===== src/rtl/instruction_fetch_unit_pkg.sv =====
// Shared types and constants for the instruction fetch stage.
// The FETCH_PERF_CNT_EN macro controls the optional performance counters in the top module.
package instruction_fetch_unit_pkg;

    localparam int unsigned FETCH_QUEUE_DEPTH = 2;
    localparam logic [31:0] BOOT_ADDR_DEFAULT = 32'h0000_0000;

    typedef enum logic [1:0] {
        FETCH_IDLE,
        FETCH_REQ,
        FETCH_WAIT,
        FETCH_DROP
    } fetch_state_e;

    typedef struct packed {
        logic [31:0] pc;
        logic [31:0] instr;
    } fetch_entry_t;

endpackage


===== src/rtl/instruction_fetch_unit_if.sv =====
// Instruction memory port of the fetch stage.
// Handshake: a request is accepted on a rising clock edge where instr_req_op and instr_gnt_ip are
// both high. instr_addr_op must stay stable while the request waits for its grant. Exactly one
// instr_rvalid_ip cycle answers each accepted request, on a later cycle.
interface instruction_fetch_unit_if;
    import instruction_fetch_unit_pkg::*;

    logic        instr_req_op;
    logic [31:0] instr_addr_op;
    logic        instr_gnt_ip;
    logic        instr_rvalid_ip;
    logic [31:0] instr_rdata_ip;

    modport master (
        output instr_req_op,
        output instr_addr_op,
        input  instr_gnt_ip,
        input  instr_rvalid_ip,
        input  instr_rdata_ip
    );

    modport slave (
        input  instr_req_op,
        input  instr_addr_op,
        output instr_gnt_ip,
        output instr_rvalid_ip,
        output instr_rdata_ip
    );
endinterface


===== src/rtl/instruction_fetch_unit_fetch_queue.sv =====
// Two-entry prefetch FIFO of {pc, instr}. Entry 0 is always the head.
// Clear has priority over push and pop.
module fetch_queue
    import instruction_fetch_unit_pkg::*;
(
    input  logic         clock,
    input  logic         reset,
    input  logic         push,
    input  logic         pop,
    input  logic         clear,
    input  fetch_entry_t push_entry,
    output fetch_entry_t head,
    output logic [1:0]   count
);

    fetch_entry_t entry0_q;
    fetch_entry_t entry1_q;
    logic [1:0]   count_q;

    always_ff @(posedge clock) begin
        if (reset) begin
            entry0_q <= '0;
            entry1_q <= '0;
            count_q  <= 2'd0;
        end else if (clear) begin
            count_q <= 2'd0;
        end else begin
            case ({push, pop})
                2'b10: begin
                    if (count_q == 2'd0) begin
                        entry0_q <= push_entry;
                        count_q  <= 2'd1;
                    end else if (count_q == 2'd1) begin
                        entry1_q <= push_entry;
                        count_q  <= 2'd2;
                    end
                end
                2'b01: begin
                    if (count_q != 2'd0) begin
                        entry0_q <= entry1_q;
                        count_q  <= count_q - 2'd1;
                    end
                end
                2'b11: begin
                    // Simultaneous push and pop: count holds, order is kept.
                    if (count_q == 2'd1) begin
                        entry0_q <= push_entry;
                    end else if (count_q == 2'd2) begin
                        entry0_q <= entry1_q;
                        entry1_q <= push_entry;
                    end
                end
                default: ;
            endcase
        end
    end

    assign head  = entry0_q;
    assign count = count_q;

endmodule


===== src/rtl/instruction_fetch_unit.sv =====
// Fetch stage: one outstanding word request, 2-entry prefetch queue, stall and flush handling.
// Define FETCH_PERF_CNT_EN to add the fetch_count_op / flush_count_op counters.
module instruction_fetch_unit
    import instruction_fetch_unit_pkg::*;
#(
    parameter logic [31:0] BOOT_ADDR   = BOOT_ADDR_DEFAULT,
    parameter int unsigned QUEUE_DEPTH = FETCH_QUEUE_DEPTH
) (
    input  logic                      clock,
    input  logic                      reset,
    output logic [31:0]               pc_op,
    output logic [31:0]               pc4_op,
    output logic                      instr_data_valid_op,
    output logic [31:0]               instr_data_op,
    input  logic                      stall_ip,
    input  logic                      flush_en_ip,
    input  logic [31:0]               branch_target_ip,
    instruction_fetch_unit_if.master  mem_if,
    output fetch_state_e              fetch_state_op
`ifdef FETCH_PERF_CNT_EN
    ,
    output logic [31:0]               fetch_count_op,
    output logic [31:0]               flush_count_op
`endif
);

    localparam logic [1:0] FULL_COUNT = 2'(QUEUE_DEPTH);

    fetch_state_e state_q, state_d;
    logic [31:0]  fetch_pc_q, fetch_pc_d;
    logic [31:0]  req_pc_q, req_pc_d;
    logic [31:0]  addr_q, addr_d;
    logic         redirect_q, redirect_d;
    logic         start_req;

    logic         push, pop;
    logic [1:0]   count, count_next;
    fetch_entry_t head;

    fetch_queue u_queue (
        .clock      (clock),
        .reset      (reset),
        .push       (push),
        .pop        (pop),
        .clear      (flush_en_ip),
        .push_entry ({req_pc_q, mem_if.instr_rdata_ip}),
        .head       (head),
        .count      (count)
    );

    assign instr_data_valid_op = (count != 2'd0) && !flush_en_ip;
    assign pop  = instr_data_valid_op && !stall_ip;
    assign push = (state_q == FETCH_WAIT) && mem_if.instr_rvalid_ip && !flush_en_ip;

    always_comb begin
        count_next = count;
        if (flush_en_ip) begin
            count_next = 2'd0;
        end else begin
            count_next = count + {1'b0, push} - {1'b0, pop};
        end
    end

    always_comb begin
        state_d    = state_q;
        fetch_pc_d = fetch_pc_q;
        req_pc_d   = req_pc_q;
        addr_d     = addr_q;
        redirect_d = redirect_q;
        start_req  = 1'b0;

        case (state_q)
            FETCH_IDLE: begin
                if (count_next < FULL_COUNT) start_req = 1'b1;
            end
            FETCH_REQ: begin
                if (mem_if.instr_gnt_ip) begin
                    req_pc_d   = addr_q;
                    redirect_d = 1'b0;
                    // A grant after a redirect fetches a stale word: let it land and discard it.
                    if (redirect_q || flush_en_ip) begin
                        state_d = FETCH_DROP;
                    end else begin
                        state_d    = FETCH_WAIT;
                        fetch_pc_d = fetch_pc_q + 32'd4;
                    end
                end else if (flush_en_ip) begin
                    redirect_d = 1'b1;
                end
            end
            FETCH_WAIT: begin
                if (mem_if.instr_rvalid_ip) begin
                    if (count_next < FULL_COUNT) start_req = 1'b1;
                    else                         state_d   = FETCH_IDLE;
                end else if (flush_en_ip) begin
                    state_d = FETCH_DROP;
                end
            end
            FETCH_DROP: begin
                if (mem_if.instr_rvalid_ip) start_req = 1'b1;
            end
            default: state_d = FETCH_IDLE;
        endcase

        if (flush_en_ip) fetch_pc_d = branch_target_ip;

        // A request launched in a flush cycle must already target the redirect address.
        if (start_req) begin
            state_d = FETCH_REQ;
            addr_d  = flush_en_ip ? branch_target_ip : fetch_pc_q;
        end
    end

    always_ff @(posedge clock) begin
        if (reset) begin
            state_q    <= FETCH_IDLE;
            fetch_pc_q <= BOOT_ADDR;
            req_pc_q   <= 32'h0;
            addr_q     <= 32'h0;
            redirect_q <= 1'b0;
        end else begin
            state_q    <= state_d;
            fetch_pc_q <= fetch_pc_d;
            req_pc_q   <= req_pc_d;
            addr_q     <= addr_d;
            redirect_q <= redirect_d;
        end
    end

    assign mem_if.instr_req_op  = (state_q == FETCH_REQ);
    assign mem_if.instr_addr_op = addr_q;

    assign pc_op          = head.pc;
    assign pc4_op         = head.pc + 32'd4;
    assign instr_data_op  = head.instr;
    assign fetch_state_op = state_q;

`ifdef FETCH_PERF_CNT_EN
    logic [31:0] fetch_count_q, flush_count_q;

    always_ff @(posedge clock) begin
        if (reset) begin
            fetch_count_q <= 32'h0;
            flush_count_q <= 32'h0;
        end else begin
            if (pop)         fetch_count_q <= fetch_count_q + 32'd1;
            if (flush_en_ip) flush_count_q <= flush_count_q + 32'd1;
        end
    end

    assign fetch_count_op = fetch_count_q;
    assign flush_count_op = flush_count_q;
`endif

endmodule


===== src/flat_wrapper.sv =====
// flat-port wrapper written by rule: the top's interface ports become plain ports
module instruction_fetch_unit_flat import instruction_fetch_unit_pkg::*;
#(
    parameter logic [31:0] BOOT_ADDR   = BOOT_ADDR_DEFAULT,
    parameter int unsigned QUEUE_DEPTH = FETCH_QUEUE_DEPTH
)
  (clock, reset, pc_op, pc4_op, instr_data_valid_op, instr_data_op, stall_ip, flush_en_ip, branch_target_ip, fetch_state_op, mem_if_instr_req_op, mem_if_instr_addr_op, mem_if_instr_gnt_ip, mem_if_instr_rvalid_ip, mem_if_instr_rdata_ip);
  instruction_fetch_unit_if mem_if_i ();
  input  logic clock;
  input  logic reset;
  output logic [31:0] pc_op;
  output logic [31:0] pc4_op;
  output logic instr_data_valid_op;
  output logic [31:0] instr_data_op;
  input  logic stall_ip;
  input  logic flush_en_ip;
  input  logic [31:0] branch_target_ip;
  output fetch_state_e fetch_state_op;
  output wire logic [$bits(mem_if_i.instr_req_op)-1:0] mem_if_instr_req_op;
  output wire logic [$bits(mem_if_i.instr_addr_op)-1:0] mem_if_instr_addr_op;
  input wire logic [$bits(mem_if_i.instr_gnt_ip)-1:0] mem_if_instr_gnt_ip;
  input wire logic [$bits(mem_if_i.instr_rvalid_ip)-1:0] mem_if_instr_rvalid_ip;
  input wire logic [$bits(mem_if_i.instr_rdata_ip)-1:0] mem_if_instr_rdata_ip;
  assign mem_if_instr_req_op = mem_if_i.instr_req_op;
  assign mem_if_instr_addr_op = mem_if_i.instr_addr_op;
  assign mem_if_i.instr_gnt_ip = mem_if_instr_gnt_ip;
  assign mem_if_i.instr_rvalid_ip = mem_if_instr_rvalid_ip;
  assign mem_if_i.instr_rdata_ip = mem_if_instr_rdata_ip;
  instruction_fetch_unit #(.BOOT_ADDR(BOOT_ADDR), .QUEUE_DEPTH(QUEUE_DEPTH)) u_core (.clock(clock), .reset(reset), .pc_op(pc_op), .pc4_op(pc4_op), .instr_data_valid_op(instr_data_valid_op), .instr_data_op(instr_data_op), .stall_ip(stall_ip), .flush_en_ip(flush_en_ip), .branch_target_ip(branch_target_ip), .mem_if(mem_if_i), .fetch_state_op(fetch_state_op));
endmodule

===== config.mk =====
export PLATFORM = sky130hd
export DESIGN_NAME = instruction_fetch_unit_flat
export DESIGN_NICKNAME = d
export VERILOG_FILES = /design/src/rtl/instruction_fetch_unit_pkg.sv /design/src/rtl/instruction_fetch_unit_if.sv /design/src/rtl/instruction_fetch_unit_fetch_queue.sv /design/src/rtl/instruction_fetch_unit.sv /design/src/flat_wrapper.sv
export SDC_FILE = /design/constraint.sdc
export NUM_CORES = 1
export LEC_CHECK = 0
export ABC_AREA = 1
export CAP_MARGIN = 20
export CORE_MARGIN = 4
export CORE_UTILIZATION = 55
export DETAILED_ROUTE_END_ITERATION = 10
export PLACE_DENSITY = 0.82
export REMOVE_ABC_BUFFERS = 1
export SLEW_MARGIN = 5
export SYNTH_ARGS = -nofsm -noshare
export SYNTH_HDL_FRONTEND = slang
export SYNTH_HIERARCHICAL = 1
export SYNTH_SLANG_ARGS = --single-unit

===== constraint.sdc =====
create_clock -name clock -period 3.15 [get_ports clock]
set_clock_uncertainty 0.05 [all_clocks]
set_input_delay 0.4725 -clock clock [delete_from_list [all_inputs] [get_ports clock]]
set_output_delay 0.4725 -clock clock [all_outputs]
set_load 0.005 [all_outputs]

==> results.sh, run 1 <==
export IMPL_postRouteAntennaNets=0
export IMPL_postCtsHoldBufs=0
export IMPL_num_io_pins=202
export IMPL_synth_top_family_by_area="simple AND/OR/NAND/NOR gates"
export IMPL_start_kind="register"
export IMPL_max_freq_mhz=327
export IMPL_ys_warn_count=6
export IMPL_synth_mux_area_share_pct=0
export IMPL_hold_violations=0
export IMPL_dp_cells=2444
export IMPL_path_cells="nand2_1 > nor3_1 > nand2_1 > nor2_1 > nand2_1 > xnor2_1 > clkdlybuf4s50_1"
export IMPL_cts_root_buf="clkbuf_16"
export IMPL_antenna_found_initial=0
export IMPL_antenna_cells=0
export IMPL_grt_start_max_net_pins=91
export IMPL_core_area_mm2=0.0227
export IMPL_ys_ff_latch=229
export IMPL_postPlaceCellArea_mm2=0.0148
export IMPL_slowest_delay_ns=0.52
export IMPL_finalSetupViolations=0
export IMPL_end_kind="output port"
export IMPL_dp_slack_ns=0.456
export IMPL_drive_gt1_share_pct=6.08
export IMPL_syn_avg_cell_area_um2=6.22
export IMPL_period_share_pct=97.2
export IMPL_status="finished, final reports clean"
export IMPL_tns_ns=0
export IMPL_synth_cells=2052
export IMPL_vias=12964
export IMPL_hp_class="input pin to register"
export IMPL_rows=55
export IMPL_routabilityCongestion=0.937
export IMPL_cp_slowest_cell="clkdlybuf4s50_1"
export IMPL_cp_arrival_ns=2.54
export IMPL_cts_num_sinks=229
export IMPL_initial_core_util_pct=56.2
export IMPL_clock_path_buffers=3
export IMPL_cts_buffers=25
export IMPL_yosysUniqueCellTypes=36
export IMPL_hold_slack_ns=0.404
export IMPL_routed_via_density=5.21
export IMPL_yosysSeqAreaShare_pct=35.9
export IMPL_overflow=0
export IMPL_synthSimpleGateAreaFrac_pct=39.1
export IMPL_final_common_cell="nand2_1"
export IMPL_syn_area_mm2=0.0128
export IMPL_hpwl_mm=24.1
export IMPL_cts_htree_levels=1
export IMPL_ir_worst_vdd_v=0.000352
export IMPL_die_w_um=160
export IMPL_final_cell_area_mm2=0.0157
export IMPL_setup_slack_ns=0.0896
export IMPL_finalNonFillerCells=2490
export IMPL_routed_wl_mm=34.9
export IMPL_cp_max_fo=6
export IMPL_syn_to_final_growth_pct=23.1
export IMPL_final_nets=2265
export IMPL_synth_adder_area_share_pct=0.785
export IMPL_cp_required_ns=2.63
export IMPL_worst_slew_pin_slew_ns=0.937
export IMPL_die_area_mm2=0.0257
export IMPL_drt_iter0_drc=1144
export IMPL_slew_violations=0
export IMPL_insertion_delay_ns=0.52
export IMPL_total_leakage_power_uw=0.00726
export IMPL_path_class="register to output port"
export IMPL_synth_xor_area_share_pct=2.13
export IMPL_post_route_drc_count=0
export IMPL_synth_compound_area_share_pct=8.90
export IMPL_final_cell_mix="nand2_1 (581), nor2_1 (335), inv_1 (241)"
export IMPL_firstDrtPassIters=6
export IMPL_post_drt_wl_per_cell_um=14.0
export IMPL_grt_pass1_wl_mm=57.9
export IMPL_finalCriticalPeriod_ns=3.06
export IMPL_grt_use_total_pct=26.2
export IMPL_grt_pass1_vias=11923
export IMPL_clkSlewWorstSetupHoldPaths_ns=0.06
export IMPL_cts_tree="done"
export IMPL_crit_top_cell="nand2_1"
export IMPL_cap_violations=0
export IMPL_p_per_area_mw_per_mm2=438
export IMPL_die_h_um=160
export IMPL_slew_headroom_pct=37.5
export IMPL_numPortBuffers=201
cell usage after synthesis (all sizes together):
master / instances / area, µm²
nand2: 587 / 2210
nor2: 344 / 1320
inv: 248 / 931
dfxtp: 229 / 4580
nand3: 213 / 1160
a21oi: 169 / 850
buf: 96 / 621
clkbuf: 32 / 120
nand4: 26 / 178
o21ai: 24 / 131
nor3: 20 / 100
xor2: 18 / 158
xnor2: 13 / 114
ha: 8 / 100
a31oi: 5 / 31.3
a21boi: 4 / 30.0
a211oi: 3 / 22.5
o21a: 3 / 22.5
a41oi: 2 / 17.5
nand3b: 2 / 15.0
nor4: 2 / 12.5
o211ai: 2 / 15.0
o21bai: 1 / 7.51
o31ai: 1 / 7.51
cells by family (layout without fill, tap and decap cells):
family | count (synthesis) | after routing
AOI/OAI and AO/OA | 214 | 214
xor gates and xnor gates | 31 | 31
DFF | 229 | 229
and+or+nand+nor | 1194 | 1194
adders and majority gates | 8 | 8
buffers and inverters | 376 | 529
registers in the layout (all words and copies together), names as in the netlist:
name                         cells
u_core/mem_if.instr_addr_op     32
u_core/redirect_q                1
u_core/u_queue/entry1_q         64
u_core/fetch_pc_q               32
u_core/u_queue/head             64
u_core/req_pc_q                 32
u_core/u_queue/count             2
u_core/fetch_state_op            2
per-layer routing:
| metal | track usage [%] | share of wire [%] | vias to the layer above |
|---|---|---|---|
| met1 | 35.5 | 44 | 5787 |
| met4 | 7.31 | 2.6 | 0 |
| met2 | 43.9 | 46 | 465 |
| li1 | - | - | 6645 |
| met5 | 0 | 0 | - |
| met3 | 3.48 | 7.0 | 67 |
where the power goes:
part	switching, µW	internal (µW)
combinational	439	366
sequential	117	3000
clock	1200	1750
area by class of cell:
type	count	area (µm²)
Clock inverter	12	128
Multi-Input combinational cell	1447	6590
Fill cell	1985	7000
Tap cell	285	357
Timing Repair Buffer	236	2400
Inverter	248	933
Clock buffer	33	706
Sequential cell	229	4590
worst paths after layout:
| kind | slack (ns) | startpoint | cells after the start | end |
|---|---|---|---|---|
| setup / recovery | 0.09 | u_core/u_queue/head[37]$_SDFFE_PP0P_ | 7 | pc4_op[31] |
| hold / removal | 0.40 | flush_en_ip | 4 | u_core/u_queue/count[0]$_SDFFE_PP0P_ |
| setup reg to reg | 0.74 | u_core/u_queue/count[1]$_SDFFE_PP0P_ | 9 | u_core/u_queue/entry1_q[44]$_SDFFE_PP0P_ |
| hold reg to reg | 0.43 | u_core/mem_if.instr_addr_op[27]$_SDFFE_PP0P_ | 2 | u_core/req_pc_q[27]$_SDFFE_PP0P_ |
repair_timing:
item / in CTS / in global routing
gates resized for setup: 4 / 13
buffers inserted: 0 / 1
pin swaps: 0 / 1
setup endpoints to repair: 2 / 8
worst max-delay path: cells and delay by family (launching register included):
kind                      cells  cell delay (ns)
and+or+nand+nor               5             0.87
buffers and inverters         1             0.52
xor gates and xnor gates      1             0.14
DFF                           1             0.51
through the flow:
stage	utilization, %	power, µW
after floorplan	-	3590
after global placement	65.2	3960
after detailed placement	65.2	3980
after CTS	68.9	6910
after global routing	69.2	7140
final	69.2	6870
No activity file was read; power rests on OpenSTA's default activity.
==> run 2: changes to the inputs <==
--- a/config.mk
+++ b/config.mk
@@ -7,6 +7,7 @@
 export LEC_CHECK = 0
 export ABC_AREA = 1
 export CAP_MARGIN = 20
+export CORE_ASPECT_RATIO = 0.5
 export CORE_MARGIN = 4
 export CORE_UTILIZATION = 55
 export DETAILED_ROUTE_END_ITERATION = 10
==> results.sh, run 2 (synthesized netlist as in run 1, its figures left out) <==
export IMPL_seq_area_mm2=0.00459
export IMPL_grt_start_max_net_pins=129
export IMPL_post_route_drc_count=0
export IMPL_finalCriticalPeriod_ns=3.04
export IMPL_die_h_um=116
export IMPL_tns_ns=0
export IMPL_drive_gt1_share_pct=5.34
export IMPL_final_cell_area_mm2=0.0155
export IMPL_overflow=0
export IMPL_worst_slew_pin_slew_ns=0.654
export IMPL_vias=12949
export IMPL_initial_core_util_pct=56.0
export IMPL_clock_path_buffers=3
export IMPL_antenna_found_initial=0
export IMPL_insertion_delay_ns=0.53
export IMPL_die_w_um=223
export IMPL_switching_power_uw=1760
export IMPL_end_kind="output port"
export IMPL_postCtsHoldBufs=0
export IMPL_power_internal_uw=4960
export IMPL_p_per_area_mw_per_mm2=432
export IMPL_firstDrtPassIters=7
export IMPL_fillers=2066
export IMPL_slew_violations=0
export IMPL_cap_violations=0
export IMPL_cts_tree="done"
export IMPL_antenna_cells=0
export IMPL_postRouteAntennaNets=0
export IMPL_slowest_delay_ns=0.52
export IMPL_num_io_pins=202
export IMPL_ir_worst_vdd_v=0.000337
export IMPL_cp_slowest_cell="clkdlybuf4s50_1"
export IMPL_hold_violations=0
export IMPL_cp_max_fo=6
export IMPL_routabilityCongestion=0.930
export IMPL_cts_htree_levels=1
export IMPL_finalNonFillerCells=2500
export IMPL_slew_headroom_pct=56.4
export IMPL_grt_pass1_wl_mm=56.3
export IMPL_crit_top_cell="nand2_1"
export IMPL_sw_frac_of_total_pct=26.2
export IMPL_pwr_share_seq_pct=46.5
export IMPL_clkSlewWorstSetupHoldPaths_ns=0.07
export IMPL_core_area_mm2=0.0228
export IMPL_finalSetupViolations=0
export IMPL_rows=39
export IMPL_post_drt_wl_per_cell_um=14.0
export IMPL_routed_via_density=5.18
export IMPL_hp_class="input pin to register"
export IMPL_pwr_share_comb_pct=12.1
export IMPL_cts_buffers=22
export IMPL_final_nets=2255
export IMPL_final_util_pct=68.2
export IMPL_numPortBuffers=201
export IMPL_cts_num_sinks=229
export IMPL_clockPowerShare_pct=41.4
export IMPL_hpwl_mm=23.5
export IMPL_cp_required_ns=2.63
export IMPL_path_cells="nand2_1 > nor2_1 > nand2_1 > nor2_2 > nand2_1 > nor2_1 > xor2_1 > clkdlybuf4s50_1"
export IMPL_grt_use_total_pct=25.9
export IMPL_final_common_cell="nand2_1"
export IMPL_syn_to_final_growth_pct=21.9
export IMPL_drt_iter0_drc=1284
export IMPL_dp_cells=2460
export IMPL_routed_wl_mm=35.1
export IMPL_postPlaceCellArea_mm2=0.0147
export IMPL_grt_pass1_vias=11134
export IMPL_die_area_mm2=0.0258
export IMPL_status="finished, final reports clean"
export IMPL_cp_arrival_ns=2.52
export IMPL_start_kind="register"
export IMPL_cts_setup_buffers=0
export IMPL_period_share_pct=96.6
export IMPL_max_freq_mhz=329
export IMPL_total_leakage_power_uw=0.00718
export IMPL_final_cell_mix="nand2_1 (582), nor2_1 (337), inv_1 (241)"
export IMPL_path_class="register to output port"
export IMPL_cts_root_buf="clkbuf_16"
export IMPL_multi_input_area_mm2=0.00657
run 2: cell type report:
class / count / share of cell area [%]
multi-input combinational: 1447 / 42.2
sequential: 229 / 29.5
timing repair buffer: 229 / 14.9
inverter: 248 / 6.00
clock buffer: 29 / 4.03
tap: 307 / 2.47
clock inverter: 11 / 0.845
run 2: stage by stage:
stage	hold slack [ns]	power [µW]	worst slack, ns
3_3_place_gp	0.409	3970	0.511
6_report	0.415	6710	0.107
3_5_place_dp	0.418	3980	0.468
2_1_floorplan	0.402	3590	-4.74
4_1_cts	0.395	6750	0.00657
5_1_grt	0.441	6990	-0.00667
run 2: path summary, 6_finish.rpt:
kind                                                               start                                        to  slack [ns]  cells after the start
worst max register to register      u_core/u_queue/count[1]$_SDFFE_PP0P_      u_core/u_queue/head[31]$_SDFFE_PP0P_        0.73                      9
worst max-delay path                u_core/u_queue/head[40]$_SDFFE_PP0P_                                pc4_op[24]        0.11                      8
worst min-delay path                                         flush_en_ip            u_core/redirect_q$_SDFFE_PP0P_        0.42                      4
worst min register to register  u_core/u_queue/entry1_q[58]$_SDFFE_PP0P_  u_core/u_queue/entry1_q[58]$_SDFFE_PP0P_        0.43                      2
run 2: worst max-delay path: cells and delay by family (launching register included):
kind / cells / cell delay [ns]
XOR/XNOR: 1 / 0.15
buffers and inverters: 1 / 0.52
AND/OR/NAND/NOR: 6 / 0.83
flip-flops: 1 / 0.51
run 2: power groups by stage:
stage | clock [µW] | sequential (µW) | combinational [µW]
finish | 2780 | 3120 | 809
global route | 2950 | 3140 | 906
CTS | 2820 | 3120 | 807
detailed placement | 0 | 3180 | 799
global placement | 0 | 3180 | 790
floorplan | 0 | 3150 | 441
run 2: per-layer routing:
metal | global-route usage (%) | routed length (µm)
met5 | 0 | 0
met3 | 3.29 | 2070
met2 | 42.2 | 16000
met1 | 36.8 | 16200
met4 | 6.57 | 812
run 2: repair_timing:
action,4_1_cts,5_1_grt
setup endpoints to repair,2,12
cloned,0,0
resized for setup,2,9
pin swaps,0,0
